## config.mk

```make
export PLATFORM = sky130hd
export DESIGN_NAME = jam_cost_arbiter
export DESIGN_NICKNAME = d
export VERILOG_FILES = /design/src/rtl/jam_cost_arbiter.sv
export SDC_FILE = /design/constraint.sdc
export NUM_CORES = 1
export LEC_CHECK = 0
export BUFFER_PORTS_ARGS = -buffer_cell sky130_fd_sc_hd__buf_4
export CAP_MARGIN = 15
export CORE_MARGIN = 10
export CORE_UTILIZATION = 42
export DETAILED_ROUTE_END_ITERATION = 6
export GPL_TIMING_DRIVEN = 0
export PLACE_DENSITY = 0.8
export SYNTH_ARGS = -nofsm -noshare
export SYNTH_HDL_FRONTEND = slang
export SYNTH_SLANG_ARGS = --single-unit
```

## constraint.sdc

```tcl
create_clock -name CLK -period 2.4 [get_ports CLK]
set_input_delay 0.24 -clock CLK [delete_from_list [all_inputs] [get_ports CLK]]
set_output_delay 0.24 -clock CLK [all_outputs]
set_load 0.02 [all_outputs]
```

## src/rtl/jam_cost_arbiter.sv

```systemverilog
// rtl/jam_cost_arbiter.sv - burst round-robin arbiter sharing the cost-lookup port (optional stats: JAM_ARB_STATS_EN)
module jam_cost_arbiter #(
    parameter int BURST_LEN = 8,
    parameter int DW        = 7
) (
    input  logic          CLK,
    input  logic          RST,
    input  logic          m0_req,
    input  logic          m0_last,
    input  logic [2:0]    m0_w,
    input  logic [2:0]    m0_j,
    output logic          m0_gnt,
    output logic          m0_rvalid,
    output logic [DW-1:0] m0_rdata,
    input  logic          m1_req,
    input  logic          m1_last,
    input  logic [2:0]    m1_w,
    input  logic [2:0]    m1_j,
    output logic          m1_gnt,
    output logic          m1_rvalid,
    output logic [DW-1:0] m1_rdata,
    output logic [2:0]    W,
    output logic [2:0]    J,
    input  logic [DW-1:0] Cost,
    output logic [1:0]    owner,
    output logic [15:0]   gnt_cnt0,
    output logic [15:0]   gnt_cnt1
);

    typedef enum logic [1:0] {
        IDLE = 2'd0,
        OWN0 = 2'd1,
        OWN1 = 2'd2
    } state_t;

    localparam logic [3:0] LAST_CNT = 4'(BURST_LEN - 1);

    state_t     state;
    logic       prio;
    logic [3:0] beat_cnt;

    logic beat0;
    logic beat1;
    logic cur_req;
    logic cur_last;
    logic other_req;
    logic burst_end;

    // Grants and owner are decoded straight from the state register
    assign m0_gnt = (state == OWN0);
    assign m1_gnt = (state == OWN1);
    assign owner  = state;

    // Beat qualification and burst-end detection for the current owner
    always_comb begin
        beat0     = (state == OWN0) && m0_req;
        beat1     = (state == OWN1) && m1_req;
        cur_req   = 1'b0;
        cur_last  = 1'b0;
        other_req = 1'b0;
        if (state == OWN0) begin
            cur_req   = m0_req;
            cur_last  = m0_last;
            other_req = m1_req;
        end else if (state == OWN1) begin
            cur_req   = m1_req;
            cur_last  = m1_last;
            other_req = m0_req;
        end
        // A dropped request ends the burst without a beat
        burst_end = (state != IDLE) &&
                    (!cur_req || cur_last || (beat_cnt == LAST_CNT));
    end

    // Address mux: only a live beat drives the memory address, otherwise zero
    always_comb begin
        W = 3'd0;
        J = 3'd0;
        if (beat0) begin
            W = m0_w;
            J = m0_j;
        end else if (beat1) begin
            W = m1_w;
            J = m1_j;
        end
    end

    // Arbitration FSM: idle arbitration, burst tracking, hand-over without bubble
    always_ff @(posedge CLK) begin
        if (RST) begin
            state    <= IDLE;
            prio     <= 1'b0;
            beat_cnt <= 4'd0;
        end else begin
            case (state)
                IDLE: begin
                    beat_cnt <= 4'd0;
                    if (m0_req && m1_req) begin
                        state <= prio ? OWN1 : OWN0;
                    end else if (m0_req) begin
                        state <= OWN0;
                    end else if (m1_req) begin
                        state <= OWN1;
                    end
                end
                OWN0, OWN1: begin
                    if (burst_end) begin
                        // Pointer moves to the other side regardless of who wins next
                        prio     <= (state == OWN0);
                        beat_cnt <= 4'd0;
                        if (other_req) begin
                            state <= (state == OWN0) ? OWN1 : OWN0;
                        end else begin
                            // Same requester re-arbitrates (or gets its bubble) via IDLE
                            state <= IDLE;
                        end
                    end else begin
                        beat_cnt <= beat_cnt + 4'd1;
                    end
                end
                default: begin
                    state    <= IDLE;
                    beat_cnt <= 4'd0;
                end
            endcase
        end
    end

    // Read return: capture Cost on each beat, rdata holds between beats
    always_ff @(posedge CLK) begin
        if (RST) begin
            m0_rvalid <= 1'b0;
            m1_rvalid <= 1'b0;
            m0_rdata  <= '0;
            m1_rdata  <= '0;
        end else begin
            m0_rvalid <= beat0;
            m1_rvalid <= beat1;
            if (beat0) begin
                m0_rdata <= Cost;
            end
            if (beat1) begin
                m1_rdata <= Cost;
            end
        end
    end

`ifdef JAM_ARB_STATS_EN
    // Saturating per-requester beat counters, cleared only by reset
    always_ff @(posedge CLK) begin
        if (RST) begin
            gnt_cnt0 <= 16'd0;
            gnt_cnt1 <= 16'd0;
        end else begin
            if (beat0 && (gnt_cnt0 != 16'hFFFF)) begin
                gnt_cnt0 <= gnt_cnt0 + 16'd1;
            end
            if (beat1 && (gnt_cnt1 != 16'hFFFF)) begin
                gnt_cnt1 <= gnt_cnt1 + 16'd1;
            end
        end
    end
`else
    assign gnt_cnt0 = 16'd0;
    assign gnt_cnt1 = 16'd0;
`endif

endmodule

```

* After elaboration in Yosys (flattened, before gate mapping)
Index checks and enable logic that the tools add are counted.
** Operators by class
- Add/subtract/negate cells :: 1
- Multipliers :: 0
- Div/mod/pow operators :: 0
- Order comparisons :: 0
- Equal/unequal tests :: 5
- Shifts and indexed selects :: 0
- Multiplexer cells :: 18
- Bitwise logic cells :: 1
- Reductions and logical operators :: 13
** Operators with widths (number)
- 2-bit 2-to-1 mux :: 7
- 3-bit 2-to-1 mux :: 4
- 1-bit 2-to-1 mux :: 6
- 4-bit by 1-bit adder with 4-bit output, second input constant :: 1
- 4-bit by 3-bit == test with 1-bit output, second input constant :: 1
- 1-bit logical AND :: 4
- 4-bit != test, second input constant :: 1
- 2-bit case mux with 2 select lines :: 1
- 2-bit AND reduction :: 2
- 3-bit OR reduction :: 1
- 2-bit by 1-bit == test with 1-bit output, second input constant :: 1
- 2-bit == test, second input constant :: 1
- 2-bit logical NOT :: 1
- 1-bit logical OR :: 2
- 2-bit != test, second input constant :: 1
- 2-bit nonzero test :: 1
- 2-bit OR reduction :: 1
- 1-bit logical NOT :: 1
- 1-bit NOT :: 1
** Word-level totals
- Register bits :: 23
- Latch bits :: 0
- Bits in writable memories :: 0
- Memory bits (read-only) :: 0
- Bits of input ports :: 25
- Output and inout port bits :: 58
- Logic and storage cells :: 45
- Memories kept :: 0

* Depth between registers and ports, before layout
- Depth in word-level cells :: 9
- Mapped depth :: 8
- Gate-level depth less buffers :: 6

* Worst setup path after synthesis
OpenSTA, ideal clock, no wires.
- Path kind :: reg-to-output
- From :: register state[1] (netlist: owner[1])
- To :: output port J[0]
- Arrival time :: 1.803 ns
- Slack :: 0.357 ns
- Stages on the path, launching flop included :: 8
- Path buffers :: 2
- Path through :: dfxtp_1 -> inv_1 -> ha_1 -> buf_6 -> and2_1 -> clkbuf_2 -> nor2_1 -> a22o_1
** On the way
- Elaborated cells on any way between the ends :: 6
** RTL lines
- start, declared :: RTL line 38 : state_t state;
- start signal, assigned :: RTL line 99 : state <= prio ? OWN1 : OWN0;
- start signal, assigned :: RTL line 112 : state <= (state == OWN0) ? OWN1 : OWN0;
- 2-bit by 1-bit == test with 1-bit output
- named net m0_gnt :: RTL line 12 : output logic m0_gnt,
- 1-bit logical AND :: RTL line 56 : beat0 = (state == OWN0) && m0_req;
- 3-bit 2-to-1 mux :: RTL line 79 : if (beat0) begin
- end, declared :: RTL line 23 : output logic [2:0] J,
The timed path passes the listed nets, and every way through them passes these cells.

* Final worst setup path
- From :: register state[1] (netlist: owner[1])
- To :: output port W[0]
** On the way
- Longest elaborated chain between the ends :: 4
- Elaborated cells on any way between the ends :: 6
** RTL lines
- 2-bit == test :: RTL line 57 : beat1 = (state == OWN1) && m1_req;
- 1-bit logical AND :: RTL line 57
- 3-bit 2-to-1 mux :: RTL line 82 : end else if (beat1) begin
- 3-bit 2-to-1 mux (*) :: RTL line 79
- end, declared :: RTL line 22 : output logic [2:0] W,
Mark *: on every way between the ends. The rest lies on a longest branch, timed or not.

==> impl_metrics.env <==
export IMPL_status="finished clean"
export IMPL_drc=0
export IMPL_critical_path_required_ps=2160
export IMPL_grt_pass1_vias=1160
export IMPL_fin_crit_sh_pct=91.9
export IMPL_dp_cells=286
export IMPL_hold_end="m1_rdata[4]$_SDFFE_PP0P_"
export IMPL_clkTransAtPathRegs_ps=120
export IMPL_yosysUniqueCellTypes=32
export IMPL_post_cts_resized=0
export IMPL_powerDensity_nw_per_um2=747
export IMPL_final_cell_area_um2=1890
export IMPL_ys_flop_type="dfxtp_1"
export IMPL_synth_area_um2=1320
export IMPL_reg2reg_from="owner[1]$_SDFFE_PP0P_"
export IMPL_grt_pass1_wl_um=5420
export IMPL_holdWs_ps=174
export IMPL_hold_path_class="in2reg"
export IMPL_ant_nets=0
export IMPL_min_path_cells=3
export IMPL_finalMaxSlewViolations=0
export IMPL_synthTopCellsByArea="dfxtp_1 (35%), buf_4 (18%), nand2_1 (9.1%)"
export IMPL_fmax_ghz=0.453
export IMPL_finalClockSkew_ps=5.45
export IMPL_timing_hold_violations_final=0
export IMPL_cts_hold_buf=0
export IMPL_grt_max_degree=13
export IMPL_diodes=0
export IMPL_first_pass_iters=4
export IMPL_rrSetupSlack_ps=540
export IMPL_drtIter0Drc=57
export IMPL_maxSlewHeadroom_pct=64.6
export IMPL_cpPeakStageDelay_ps=390
export IMPL_setup_viol=0
export IMPL_hold_start="Cost[4]"
export IMPL_start_kind="register"
export IMPL_cts_buffers=3
export IMPL_via_per_inst=4.12
export IMPL_synthTopCellsByCount="buf_4 (32), nand2_1 (32), dfxtp_1 (23)"
export IMPL_synthCells=161
export IMPL_place_gp_congestion=0.800
export IMPL_finalNetCount=277
export IMPL_cts_htree_levels=1
export IMPL_die_area_um2=5780
export IMPL_leakage_nw=0.938
export IMPL_ys_ff_latch=23
export IMPL_row_count=20
export IMPL_cp_arrival_ps=1970
export IMPL_synth_edf_count=0
export IMPL_end_kind="primary output"
export IMPL_regToRegEndpoint="prio$_SDFFE_PP0P_"
export IMPL_fillCellCount=289
export IMPL_setup_tns_ps=0
export IMPL_postSynthAreaPerCell_um2=8.18
export IMPL_io_buffers=50
export IMPL_core_area_um2=3030
export IMPL_wl_um=3400
export IMPL_crit_type="reg2out"
export IMPL_post_cts_buffers=0
export IMPL_grtUsageTotal_pct=11.0
export IMPL_clock_root_buffer="clkbuf_4"
export IMPL_initial_core_util_pct=43.5
export IMPL_antenna_found_initial=0
export IMPL_async_flop_share_pct=0
export IMPL_min_period_ps=2210
export IMPL_die_h_um=76.0
export IMPL_clock_path_buffers=2
export IMPL_synth_top_area_cell="dfxtp_1"
export IMPL_reg2regPathDepth=7
export IMPL_ys_seq_area_share_pct=34.9
export IMPL_routedWlPerCell_um=11.7
export IMPL_cts_tree="done"
export IMPL_rsz0062_at_grt="no"
export IMPL_synth_top_area_share_pct=34.9
export IMPL_dpl_cell_area_um2=1860
export IMPL_dp_slack_ps=422
export IMPL_final_cells=290
export IMPL_vias=1196
export IMPL_tightest_slew_ps=531
export IMPL_cts_sinks=23
export IMPL_chipWidth_um=76.0
export IMPL_drive_gt1_share_pct=38.2
export IMPL_insertion_delay_ps=300
export IMPL_ys_warn_count=0
export IMPL_cp_max_fo=10
export IMPL_ios=83
export IMPL_ir_worst_vdd_uv=641
export IMPL_critPathSlowestCell="dfxtp_2"
export IMPL_dpl_hpwl_um=2880
export IMPL_grt_overflow=0
export IMPL_cp_cell_sequence="inv_1 -> ha_1 -> buf_6 -> and2_1 -> clkbuf_2 -> buf_2 -> a22o_1 -> buf_4"
export IMPL_maxCapViolCount=0
export IMPL_area_delta_synth_final_pct=43.8
export IMPL_finalWorstSetupSlack_ps=193
==> sequential cells by signal (all words and copies together) (netlist names) <==
| name | count |
|---|---|
| m0_rdata | 7 |
| m1_rdata | 7 |
| beat_cnt | 4 |
| owner | 2 |
| m0_rvalid | 1 |
| m1_rvalid | 1 |
| prio | 1 |
==> cells by family after synthesis <==
family / count (synthesis) / share of synthesized area (%)
flops: 23 / 34.9
compound gates: 29 / 14.2
mux: 2 / 1.52
xor+xnor: 2 / 1.33
other cells: 1 / 0.285
buf+inv: 42 / 21.8
fa+ha+maj: 5 / 4.75
simple gates: 57 / 21.1
==> cell type report <==
type | instances | area (um2) | area share, %
clock buffers | 4 | 26.3 | 1.39
well taps | 44 | 55.1 | 2.91
inverters | 4 | 15.0 | 0.793
multi-input cells | 127 | 688 | 36.3
flip-flops and latches | 23 | 462 | 24.4
plain buffers | 38 | 273 | 14.4
repair buffers | 50 | 375 | 19.8
==> cells in the final DEF (no fill, tap or decap), types with 2 or more instances in the layout <==
master,n
nand2b_1,3
nand2_1,32
clkbuf_1,3
nor2b_1,3
mux2i_1,2
nand3_1,2
and2_1,2
a22o_1,6
clkbuf_4,3
dfxtp_1,22
buf_4,82
inv_1,4
ha_1,5
nor2_1,9
a21oi_1,17
conb_1,32
==> power by group <==
part | switching [mW] | total, mW | internal (mW)
combinational | 0.423 | 0.758 | 0.335
clock | 0.111 | 0.176 | 0.0648
sequential | 0.0405 | 0.482 | 0.441
total | 0.575 | 1.42 | 0.841
==> worst max-delay path by stage <==
stage	start	endpoint	slack, ps	cells after the start
after CTS	owner[1]$_SDFFE_PP0P_	J[0]	50	8
after floorplan	owner[1]$_SDFFE_PP0P_	J[0]	360	7
after detailed placement	owner[1]$_SDFFE_PP0P_	W[0]	420	8
final	owner[1]$_SDFFE_PP0P_	W[0]	190	8
after global routing	owner[1]$_SDFFE_PP0P_	W[1]	70	8
after global placement	owner[1]$_SDFFE_PP0P_	J[0]	430	8
==> worst max-delay path, delay by kind of cell, from the launching register on <==
kind | cells | cell delay [ps]
compound gates | 1 | 240
fa+ha+maj | 1 | 200
buf+inv | 5 | 690
flops | 1 | 390
simple gates | 1 | 130
==> layer usage <==
layer	track usage, %	routed length (um)	up-vias
met5	0	0	-
met4	1.70	9	0
met3	4.60	332	2
met2	18.7	1650	46
met1	12.6	1400	515
li1	-	-	633
==> through the flow <==
stage | utilization (%) | power (mW)
floorplan | - | 1.01
global placement | 61.6 | 1.24
detailed placement | 61.6 | 1.25
CTS | 62.4 | 1.42
global route | 62.6 | 1.51
finish | 62.6 | 1.42
(Power assumes the default switching activity.)
